==> config.mk <==
export PLATFORM = sky130hd
export DESIGN_NAME = fir_cfg_master_flat
export DESIGN_NICKNAME = d
export VERILOG_FILES = /design/src/rtl/fir_cfg_master_if.sv /design/src/rtl/fir_cfg_master.sv /design/src/flat_wrapper.sv
export SDC_FILE = /design/constraint.sdc
export NUM_CORES = 1
export LEC_CHECK = 0
export BUFFER_PORTS_ARGS = -buffer_cell sky130_fd_sc_hd__buf_4
export CAP_MARGIN = 20
export CORE_MARGIN = 5
export CORE_UTILIZATION = 49
export CTS_CLUSTER_SIZE = 14
export DETAILED_ROUTE_END_ITERATION = 8
export HOLD_SLACK_MARGIN = 0.03
export PLACE_DENSITY = 0.81
export SLEW_MARGIN = 20
export SYNTH_ARGS = -nofsm -noshare
export SYNTH_HDL_FRONTEND = slang
export SYNTH_SLANG_ARGS = --single-unit
==> constraint.sdc <==
create_clock -name axis_clk -period 3.6 [get_ports axis_clk]
set_input_delay 0 -clock axis_clk [delete_from_list [all_inputs] [get_ports axis_clk]]
set_output_delay 0 -clock axis_clk [all_outputs]
set_load 0.05 [all_outputs]
==> src/rtl/fir_cfg_master_if.sv <==
// AXI-lite bus between fir_cfg_master (initiator) and the FIR engine responder port.
interface fir_cfg_master_if #(
    parameter int pADDR_WIDTH = 12,
    parameter int pDATA_WIDTH = 32
);
    logic                   awvalid;
    logic [pADDR_WIDTH-1:0] awaddr;
    logic                   awready;
    logic                   wvalid;
    logic [pDATA_WIDTH-1:0] wdata;
    logic                   wready;
    logic                   arvalid;
    logic [pADDR_WIDTH-1:0] araddr;
    logic                   arready;
    logic                   rvalid;
    logic [pDATA_WIDTH-1:0] rdata;
    logic                   rready;

    modport master (
        output awvalid, awaddr, input awready,
        output wvalid, wdata, input wready,
        output arvalid, araddr, input arready,
        input rvalid, rdata, output rready
    );

    modport slave (
        input awvalid, awaddr, output awready,
        input wvalid, wdata, output wready,
        input arvalid, araddr, output arready,
        output rvalid, rdata, input rready
    );
endinterface

==> src/rtl/fir_cfg_master.sv <==
// AXI-lite initiator turning write/read/poll commands into FIR responder transactions.
// The poll op (CHK state, attempt counter, timeout) exists only when FIR_CFG_POLL_EN is defined.
module fir_cfg_master #(
    parameter int pADDR_WIDTH = 12,
    parameter int pDATA_WIDTH = 32,
    parameter int pPOLL_LIMIT = 1023
) (
    input  logic                   axis_clk,
    input  logic                   axis_rst,
    input  logic                   cmd_valid,
    output logic                   cmd_ready,
    input  logic [1:0]             cmd_op,
    input  logic [pADDR_WIDTH-1:0] cmd_addr,
    input  logic [pDATA_WIDTH-1:0] cmd_wdata,
    output logic                   rsp_valid,
    input  logic                   rsp_ready,
    output logic [pDATA_WIDTH-1:0] rsp_rdata,
    output logic                   rsp_timeout,
    fir_cfg_master_if.master       axil
);

`ifdef FIR_CFG_POLL_EN
    localparam int CNT_W = $clog2(pPOLL_LIMIT + 1);
    typedef enum logic [2:0] {
        S_IDLE = 3'd0, S_WR = 3'd1, S_RD = 3'd2, S_CHK = 3'd3, S_RSP = 3'd4
    } state_t;
`else
    typedef enum logic [2:0] {
        S_IDLE = 3'd0, S_WR = 3'd1, S_RD = 3'd2, S_RSP = 3'd4
    } state_t;
`endif

    state_t                 state_r, state_s;
    logic [pADDR_WIDTH-1:0] awaddr_r, awaddr_s, araddr_r, araddr_s;
    logic [pDATA_WIDTH-1:0] wdata_r, wdata_s, rdata_r, rdata_s;
    logic                   awvalid_r, awvalid_s, wvalid_r, wvalid_s;
    logic                   arvalid_r, arvalid_s, rready_r, rready_s;
    logic                   cmd_ready_r, cmd_ready_s, rsp_valid_r, rsp_valid_s;
`ifdef FIR_CFG_POLL_EN
    logic                   poll_r, poll_s, timeout_r, timeout_s;
    logic [pADDR_WIDTH-1:0] addr_r, addr_s;
    logic [pDATA_WIDTH-1:0] mask_r, mask_s;
    logic [CNT_W-1:0]       cnt_r, cnt_s;
`endif

    // Next-state and next-output computation; every register holds by default.
    always_comb begin
        state_s   = state_r;
        awaddr_s  = awaddr_r;
        araddr_s  = araddr_r;
        wdata_s   = wdata_r;
        rdata_s   = rdata_r;
        awvalid_s = awvalid_r;
        wvalid_s  = wvalid_r;
        arvalid_s = arvalid_r;
        rready_s  = rready_r;
`ifdef FIR_CFG_POLL_EN
        poll_s    = poll_r;
        timeout_s = timeout_r;
        addr_s    = addr_r;
        mask_s    = mask_r;
        cnt_s     = cnt_r;
`endif
        case (state_r)
            S_IDLE: begin
                if (cmd_valid) begin
                    if (cmd_op == 2'b00) begin
                        state_s   = S_WR;
                        awvalid_s = 1'b1;
                        wvalid_s  = 1'b1;
                        awaddr_s  = cmd_addr;
                        wdata_s   = cmd_wdata;
                        rdata_s   = '0;
                    end else begin
                        state_s   = S_RD;
                        arvalid_s = 1'b1;
                        rready_s  = 1'b1;
                        araddr_s  = cmd_addr;
                    end
`ifdef FIR_CFG_POLL_EN
                    poll_s    = (cmd_op == 2'b10);
                    timeout_s = 1'b0;
                    addr_s    = cmd_addr;
                    mask_s    = cmd_wdata;
                    cnt_s     = '0;
`endif
                end else begin
                    state_s = S_IDLE;
                end
            end
            S_WR: begin
                awvalid_s = awvalid_r & ~axil.awready;
                wvalid_s  = wvalid_r & ~axil.wready;
                awaddr_s  = awvalid_s ? awaddr_r : '0;
                wdata_s   = wvalid_s ? wdata_r : '0;
                if (!awvalid_s && !wvalid_s) begin
                    state_s = S_RSP;
                end else begin
                    state_s = S_WR;
                end
            end
            S_RD: begin
                // rvalid may arrive before or with arready; each channel retires on its own.
                arvalid_s = arvalid_r & ~axil.arready;
                araddr_s  = arvalid_s ? araddr_r : '0;
                rready_s  = rready_r & ~axil.rvalid;
                if (rready_r && axil.rvalid) begin
                    rdata_s = axil.rdata;
                end else begin
                    rdata_s = rdata_r;
                end
                if (!arvalid_s && !rready_s) begin
`ifdef FIR_CFG_POLL_EN
                    state_s = poll_r ? S_CHK : S_RSP;
`else
                    state_s = S_RSP;
`endif
                end else begin
                    state_s = S_RD;
                end
            end
`ifdef FIR_CFG_POLL_EN
            S_CHK: begin
                cnt_s = (cnt_r == CNT_W'(pPOLL_LIMIT)) ? cnt_r : cnt_r + CNT_W'(1);
                if ((rdata_r & mask_r) != '0) begin
                    state_s   = S_RSP;
                    timeout_s = 1'b0;
                end else if (cnt_s == CNT_W'(pPOLL_LIMIT)) begin
                    state_s   = S_RSP;
                    timeout_s = 1'b1;
                end else begin
                    state_s   = S_RD;
                    arvalid_s = 1'b1;
                    rready_s  = 1'b1;
                    araddr_s  = addr_r;
                end
            end
`endif
            S_RSP: begin
                if (rsp_ready) begin
                    state_s = S_IDLE;
                end else begin
                    state_s = S_RSP;
                end
            end
            default: begin
                state_s   = S_IDLE;
                awvalid_s = 1'b0;
                wvalid_s  = 1'b0;
                arvalid_s = 1'b0;
                rready_s  = 1'b0;
                awaddr_s  = '0;
                wdata_s   = '0;
                araddr_s  = '0;
            end
        endcase
        cmd_ready_s = (state_s == S_IDLE);
        rsp_valid_s = (state_s == S_RSP);
    end

    // State and output registers with synchronous reset.
    always_ff @(posedge axis_clk) begin
        if (axis_rst) begin
            state_r     <= S_IDLE;
            awaddr_r    <= '0;
            araddr_r    <= '0;
            wdata_r     <= '0;
            rdata_r     <= '0;
            awvalid_r   <= 1'b0;
            wvalid_r    <= 1'b0;
            arvalid_r   <= 1'b0;
            rready_r    <= 1'b0;
            cmd_ready_r <= 1'b1;
            rsp_valid_r <= 1'b0;
`ifdef FIR_CFG_POLL_EN
            poll_r      <= 1'b0;
            timeout_r   <= 1'b0;
            addr_r      <= '0;
            mask_r      <= '0;
            cnt_r       <= '0;
`endif
        end else begin
            state_r     <= state_s;
            awaddr_r    <= awaddr_s;
            araddr_r    <= araddr_s;
            wdata_r     <= wdata_s;
            rdata_r     <= rdata_s;
            awvalid_r   <= awvalid_s;
            wvalid_r    <= wvalid_s;
            arvalid_r   <= arvalid_s;
            rready_r    <= rready_s;
            cmd_ready_r <= cmd_ready_s;
            rsp_valid_r <= rsp_valid_s;
`ifdef FIR_CFG_POLL_EN
            poll_r      <= poll_s;
            timeout_r   <= timeout_s;
            addr_r      <= addr_s;
            mask_r      <= mask_s;
            cnt_r       <= cnt_s;
`endif
        end
    end

    assign cmd_ready    = cmd_ready_r;
    assign rsp_valid    = rsp_valid_r;
    assign rsp_rdata    = rdata_r;
    assign axil.awvalid = awvalid_r;
    assign axil.awaddr  = awaddr_r;
    assign axil.wvalid  = wvalid_r;
    assign axil.wdata   = wdata_r;
    assign axil.arvalid = arvalid_r;
    assign axil.araddr  = araddr_r;
    assign axil.rready  = rready_r;
`ifdef FIR_CFG_POLL_EN
    assign rsp_timeout  = timeout_r;
`else
    assign rsp_timeout  = 1'b0;
`endif

endmodule

==> src/flat_wrapper.sv <==
// flat-port wrapper written by rule: the top's interface ports become plain ports
module fir_cfg_master_flat 
#(
    parameter int pADDR_WIDTH = 12,
    parameter int pDATA_WIDTH = 32,
    parameter int pPOLL_LIMIT = 1023
)
  (axis_clk, axis_rst, cmd_valid, cmd_ready, cmd_op, cmd_addr, cmd_wdata, rsp_valid, rsp_ready, rsp_rdata, rsp_timeout, axil_awvalid, axil_awaddr, axil_awready, axil_wvalid, axil_wdata, axil_wready, axil_arvalid, axil_araddr, axil_arready, axil_rvalid, axil_rdata, axil_rready);
  fir_cfg_master_if #(.pADDR_WIDTH(pADDR_WIDTH), .pDATA_WIDTH(pDATA_WIDTH)) axil_i ();
  input  logic axis_clk;
  input  logic axis_rst;
  input  logic cmd_valid;
  output logic cmd_ready;
  input  logic [1:0] cmd_op;
  input  logic [pADDR_WIDTH-1:0] cmd_addr;
  input  logic [pDATA_WIDTH-1:0] cmd_wdata;
  output logic rsp_valid;
  input  logic rsp_ready;
  output logic [pDATA_WIDTH-1:0] rsp_rdata;
  output logic rsp_timeout;
  output wire logic [$bits(axil_i.awvalid)-1:0] axil_awvalid;
  output wire logic [$bits(axil_i.awaddr)-1:0] axil_awaddr;
  input wire logic [$bits(axil_i.awready)-1:0] axil_awready;
  output wire logic [$bits(axil_i.wvalid)-1:0] axil_wvalid;
  output wire logic [$bits(axil_i.wdata)-1:0] axil_wdata;
  input wire logic [$bits(axil_i.wready)-1:0] axil_wready;
  output wire logic [$bits(axil_i.arvalid)-1:0] axil_arvalid;
  output wire logic [$bits(axil_i.araddr)-1:0] axil_araddr;
  input wire logic [$bits(axil_i.arready)-1:0] axil_arready;
  input wire logic [$bits(axil_i.rvalid)-1:0] axil_rvalid;
  input wire logic [$bits(axil_i.rdata)-1:0] axil_rdata;
  output wire logic [$bits(axil_i.rready)-1:0] axil_rready;
  assign axil_awvalid = axil_i.awvalid;
  assign axil_awaddr = axil_i.awaddr;
  assign axil_i.awready = axil_awready;
  assign axil_wvalid = axil_i.wvalid;
  assign axil_wdata = axil_i.wdata;
  assign axil_i.wready = axil_wready;
  assign axil_arvalid = axil_i.arvalid;
  assign axil_araddr = axil_i.araddr;
  assign axil_i.arready = axil_arready;
  assign axil_i.rvalid = axil_rvalid;
  assign axil_i.rdata = axil_rdata;
  assign axil_rready = axil_i.rready;
  fir_cfg_master #(.pADDR_WIDTH(pADDR_WIDTH), .pDATA_WIDTH(pDATA_WIDTH), .pPOLL_LIMIT(pPOLL_LIMIT)) u_core (.axis_clk(axis_clk), .axis_rst(axis_rst), .cmd_valid(cmd_valid), .cmd_ready(cmd_ready), .cmd_op(cmd_op), .cmd_addr(cmd_addr), .cmd_wdata(cmd_wdata), .rsp_valid(rsp_valid), .rsp_ready(rsp_ready), .rsp_rdata(rsp_rdata), .rsp_timeout(rsp_timeout), .axil(axil_i));
endmodule
==> results.txt <==
----------------------------------------------------
[Floorplanning]
  Row cnt ... 33
  Starting density of the core ... approximately half
  Y dimension of the die ... slightly above 100 um
  Die ar. ... 10300 sq um
  Horizontal die dimension ... around 100 um
  Top Ports ... 181
  Area inside the core boundary ... roughly 8000 sq um

[Synthesis]
  Part of the Yosys area used for sequential elements ... 47.5%
  Area contributors post-synth ... sky130_fd_sc_hd__dfxtp_1, sky130_fd_sc_hd__nand2b_1, sky130_fd_sc_hd__mux2i_1
  Simple-gate share of the synthesized area ... ~25%
  Top-area cell type share of the netlist area ... between 40 and 50%
  XOR/XNOR Fraction of Synth Area ... 0%
  Syn Inst Count ... approximately 440
  Syn nets ... 530
  Area leader, netlist ... sky130_fd_sc_hd__dfxtp_1
  Proportion of synthesized area in mux cells ... 13.7%
  Netlist area before placement ... around 4000 sq um
  Main combinational cell family by area after synthesis ... simple AND/OR/NAND/NOR gates
  Register bit count reported by yosys ... 97
  Average cell area after synthesis ... 9.21 sq um
  Distinct cells, synth ... 33
  Share of the synthesized area in compound gates (AO/OA/AOI/OAI) ... 8.57%
  Synthesized-area fraction occupied by adder cells ... 0%
  Ys Warns ... 0

[STA]
  Fin Clk Skew ... between 0.01 and 0.015 ns
  Hold Vio Cnt, Final ... 0
  Period minus WS final ... 2.48 ns
  Worst hold margin ... around 0.086 ns
  Fin. max-slew vios ... 0
  RSZ-0062 raised after global routing ... no
  Share of the clock period used by the worst path ... between 60% and 70%
  Worst Tran Pin Value ... 1.00 ns
  Final-report setup violation count ... 0
  Sum of negative setup slack ... 0 ns
  Worst slew margin relative to its limit ... 33.0%
  Peak Freq ... 404 MHz

[Outcome]
  Status ... finished clean

[Finish]
  Share of cells above drive strength 1 ... 30.3%
  Seq. cell area ... 1940 sq um
  Area of combinational cells with multiple inputs ... 1980 sq um
  Utilization after layout ... 79.2%
  Most frequent cells in the layout ... sky130_fd_sc_hd__buf_4, sky130_fd_sc_hd__dfxtp_1, sky130_fd_sc_hd__nand2b_1, sky130_fd_sc_hd__dlygate4sd3_1, sky130_fd_sc_hd__mux2i_1
  Commonest non-fill, non-tap cell in the layout ... sky130_fd_sc_hd__buf_4
  P&R area growth vs syn ... 58.4%
  Number of fillers in the final layout ... 508
  Number of nets in the layout ... 771
  Non-Filler Instances ... 796
  Area of all placed cells without fillers ... 6480 sq um

[Clocking]
  CTS Buffer Depth ... 2
  Clock-pin transition on the worst setup and hold timing paths ... 0.09 ns
  Post-CTS setup-driven buffer insertion count ... 0
  Maximum level of the CTS H-tree ... 3
  Clock buffers created by TritonCTS ... 9
  Master cell of the clock root buffer ... sky130_fd_sc_hd__clkbuf_8
  Clock Sinks ... a little under 100
  CTS tree ... built
  Clock Latency Late Sink ... 0.36 ns
  Post-CTS sizing ... 0

[Critical path]
  Worst setup slack for register-to-register paths ... between 1 and 1.5 ns
  Startpoint class of the critical path ... flop
  Reg-to-reg startpoint ... u_core.state_r[1]
  Crit Path Class ... flop to flop
  Peak per-stage delay on the critical path ... 0.81 ns
  Worst Path Max Fanout ... 48
  Critical path required time ... 3.88 ns
  Buffers and inverters on the worst path ... 1
  Reg2reg end ... u_core.rsp_rdata[6]
  Kind of capture point of the worst setup path ... flop
  Max stage delay cell, worst path ... sky130_fd_sc_hd__a21boi_4
  Arrival @ worst endpoint ... 2.76 ns
  Cell-by-cell trace of the critical path ... or4b_4 > a21boi_4 > buf_4 > nand3_1 > o21ai_0
  Kind of cell with the highest combined delay on the critical path ... compound AO/OA/AOI/OAI gates
  Worst Reg2Reg Path Length in Cells ... 5

[Routing]
  Detailed Route WL ... 12800 um
  Initial DRT Pass Iterations ... 4
  Number of DRC markers after the initial detailed-route iteration ... 134
  Final antenna-violating net count ... 0
  Post-detailed-route via-to-cell ratio ... 5.11
  Via count ... 4069
  Post-route DRC violation count ... 0
  Average wire per standard cell ... approximately 16 um

[Power and ir drop]
  Leakage Power ... 0.00279 uW
  PwrDens ... 437 nW/um^2
  Worst IR drop on VDD ... 0.358 mV

[Placed design]
  Number of instances in the placed design ... 700
  GP Congestion ... roughly 0.81
  Dpl cell area ... between 5000 and 6000 sq um
  Count of buffers inserted at the top-level ports ... 179
  HPWL reported at the end of detailed placement ... 7700 um

[Global routing]
  Antenna violations before repair ... 0
  Largest net degree at the start of global routing ... 96
  Number of global-route vias before repair ... 4277
  Total global routing overflow ... 0
  Global-route wire length before repair ... ~20000 um
  Aggregate global-route resource usage ... around a quarter

[Hold path]
  Hold Path Depth ... 4
  End point of the most critical hold path ... u_core.state_r[2]
  Hold Path Origin ... rsp_ready
  Kind of path behind the tightest hold check ... input port to flop

[Flow run]
  Max-cap violation count ... 0

----------------------------------------------------
[sequential cells by signal (all words and copies together), names as in the netlist]
name,flops
u_core.axil.araddr,12
u_core.axil.arvalid,1
u_core.axil.awaddr,12
u_core.axil.awvalid,1
u_core.axil.rready,1
u_core.axil.wdata,32
u_core.axil.wvalid,1
u_core.cmd_ready,1
u_core.rsp_rdata,32
u_core.rsp_valid,1
u_core.state_r,3
[layout make-up]
| type | instances | share of cell area (%) |
|---|---|---|
| Multi-Input combinational cell | 310 | 30.6 |
| Clock buffer | 9 | 1.91 |
| Clock inverter | 7 | 1.47 |
| Inverter | 3 | 0.174 |
| Tap cell | 105 | 2.03 |
| Antenna cell | 1 | 0.0386 |
| Timing Repair Buffer | 264 | 33.8 |
| Sequential cell | 97 | 30.0 |
[synthesized netlist by cell type]
library cell and count:
sky130_fd_sc_hd__buf_4 4, sky130_fd_sc_hd__a21oi_2 1, sky130_fd_sc_hd__a21boi_2 1, sky130_fd_sc_hd__a31o_2 1, sky130_fd_sc_hd__conb_1 1, sky130_fd_sc_hd__and2_4 1
sky130_fd_sc_hd__nor4_1 2, sky130_fd_sc_hd__mux2i_1 56, sky130_fd_sc_hd__a21oi_1 6, sky130_fd_sc_hd__a31oi_1 1, sky130_fd_sc_hd__or4b_4 1, sky130_fd_sc_hd__clkbuf_2 3
sky130_fd_sc_hd__o21bai_1 1, sky130_fd_sc_hd__nand2_1 45, sky130_fd_sc_hd__nand3b_1 1, sky130_fd_sc_hd__o22ai_1 3, sky130_fd_sc_hd__nand4_1 2, sky130_fd_sc_hd__nand3_1 35
sky130_fd_sc_hd__a21o_1 1, sky130_fd_sc_hd__dfxtp_1 97, sky130_fd_sc_hd__nor2_1 12, sky130_fd_sc_hd__nor4_2 1, sky130_fd_sc_hd__inv_1 3, sky130_fd_sc_hd__buf_6 4
sky130_fd_sc_hd__o211a_1 1, sky130_fd_sc_hd__buf_2 3, sky130_fd_sc_hd__nor4bb_1 1, sky130_fd_sc_hd__o21ai_1 3, sky130_fd_sc_hd__clkbuf_1 20, sky130_fd_sc_hd__nand2b_1 92
sky130_fd_sc_hd__a21oi_4 1, sky130_fd_sc_hd__o21ai_0 36, sky130_fd_sc_hd__o21a_1 4
[worst reg2reg max path, cell delays in order, from the launching register on]
cell and delay [ns]:
sky130_fd_sc_hd__dfxtp_1 0.50, sky130_fd_sc_hd__or4b_4 0.64, sky130_fd_sc_hd__a21boi_4 0.81, sky130_fd_sc_hd__buf_4 0.31
sky130_fd_sc_hd__nand3_1 0.08, sky130_fd_sc_hd__o21ai_0 0.07
[kinds of logic (layout without fill, tap and decap cells)]
group / after synthesis / in the layout
AND/OR/NAND/NOR: 193 / 193
flip-flops: 97 / 97
AO/OA/AOI/OAI: 60 / 60
multiplexers: 56 / 56
buffers and inverters: 37 / 283
other: 1 / 2
[repair_timing]
item / 4_1_cts / 5_1_grt
hold buffers: 79 / 0
setup endpoints to repair: 0 / 0
endpoints found under the hold margin: 90 / 0
[metal layers]
layer	routed length [um]	GRT usage, %	up-vias	part of all wire, %
met5	0	0	-	0
met3	1280	7.85	22	9.9
met2	6400	43.0	201	50
met1	4950	28.5	1877	38
met4	231	7.67	0	1.8
li1	-	-	1969	-
[metrics by stage]
| stage | setup slack (ns) | power, uW |
|---|---|---|
| 5_1_grt | 0.898 | 2950 |
| 6_report | 1.12 | 2830 |
| 4_1_cts | 1.12 | 2830 |
| 3_3_place_gp | 1.20 | 2000 |
| 2_1_floorplan | 1.84 | 1760 |
| 3_5_place_dp | 1.15 | 2010 |
[worst max-delay path by stage]
stage	start	to	slack [ns]	cells after the start
floorplan	u_core.state_r[1]	u_core.axil.wdata[10]	1.84	6
global placement	u_core.state_r[1]	u_core.rsp_rdata[13]	1.20	5
detailed placement	u_core.state_r[1]	u_core.rsp_rdata[6]	1.15	5
CTS	u_core.state_r[1]	u_core.rsp_rdata[6]	1.12	5
global route	u_core.state_r[1]	u_core.rsp_rdata[14]	0.90	5
finish	u_core.state_r[1]	u_core.rsp_rdata[6]	1.12	5
[power by group]
part	switching [uW]	internal [uW]
Sequential	59.3	1150
Combinational	511	344
Clock	376	391
Power figures use the tool's default switching activity.
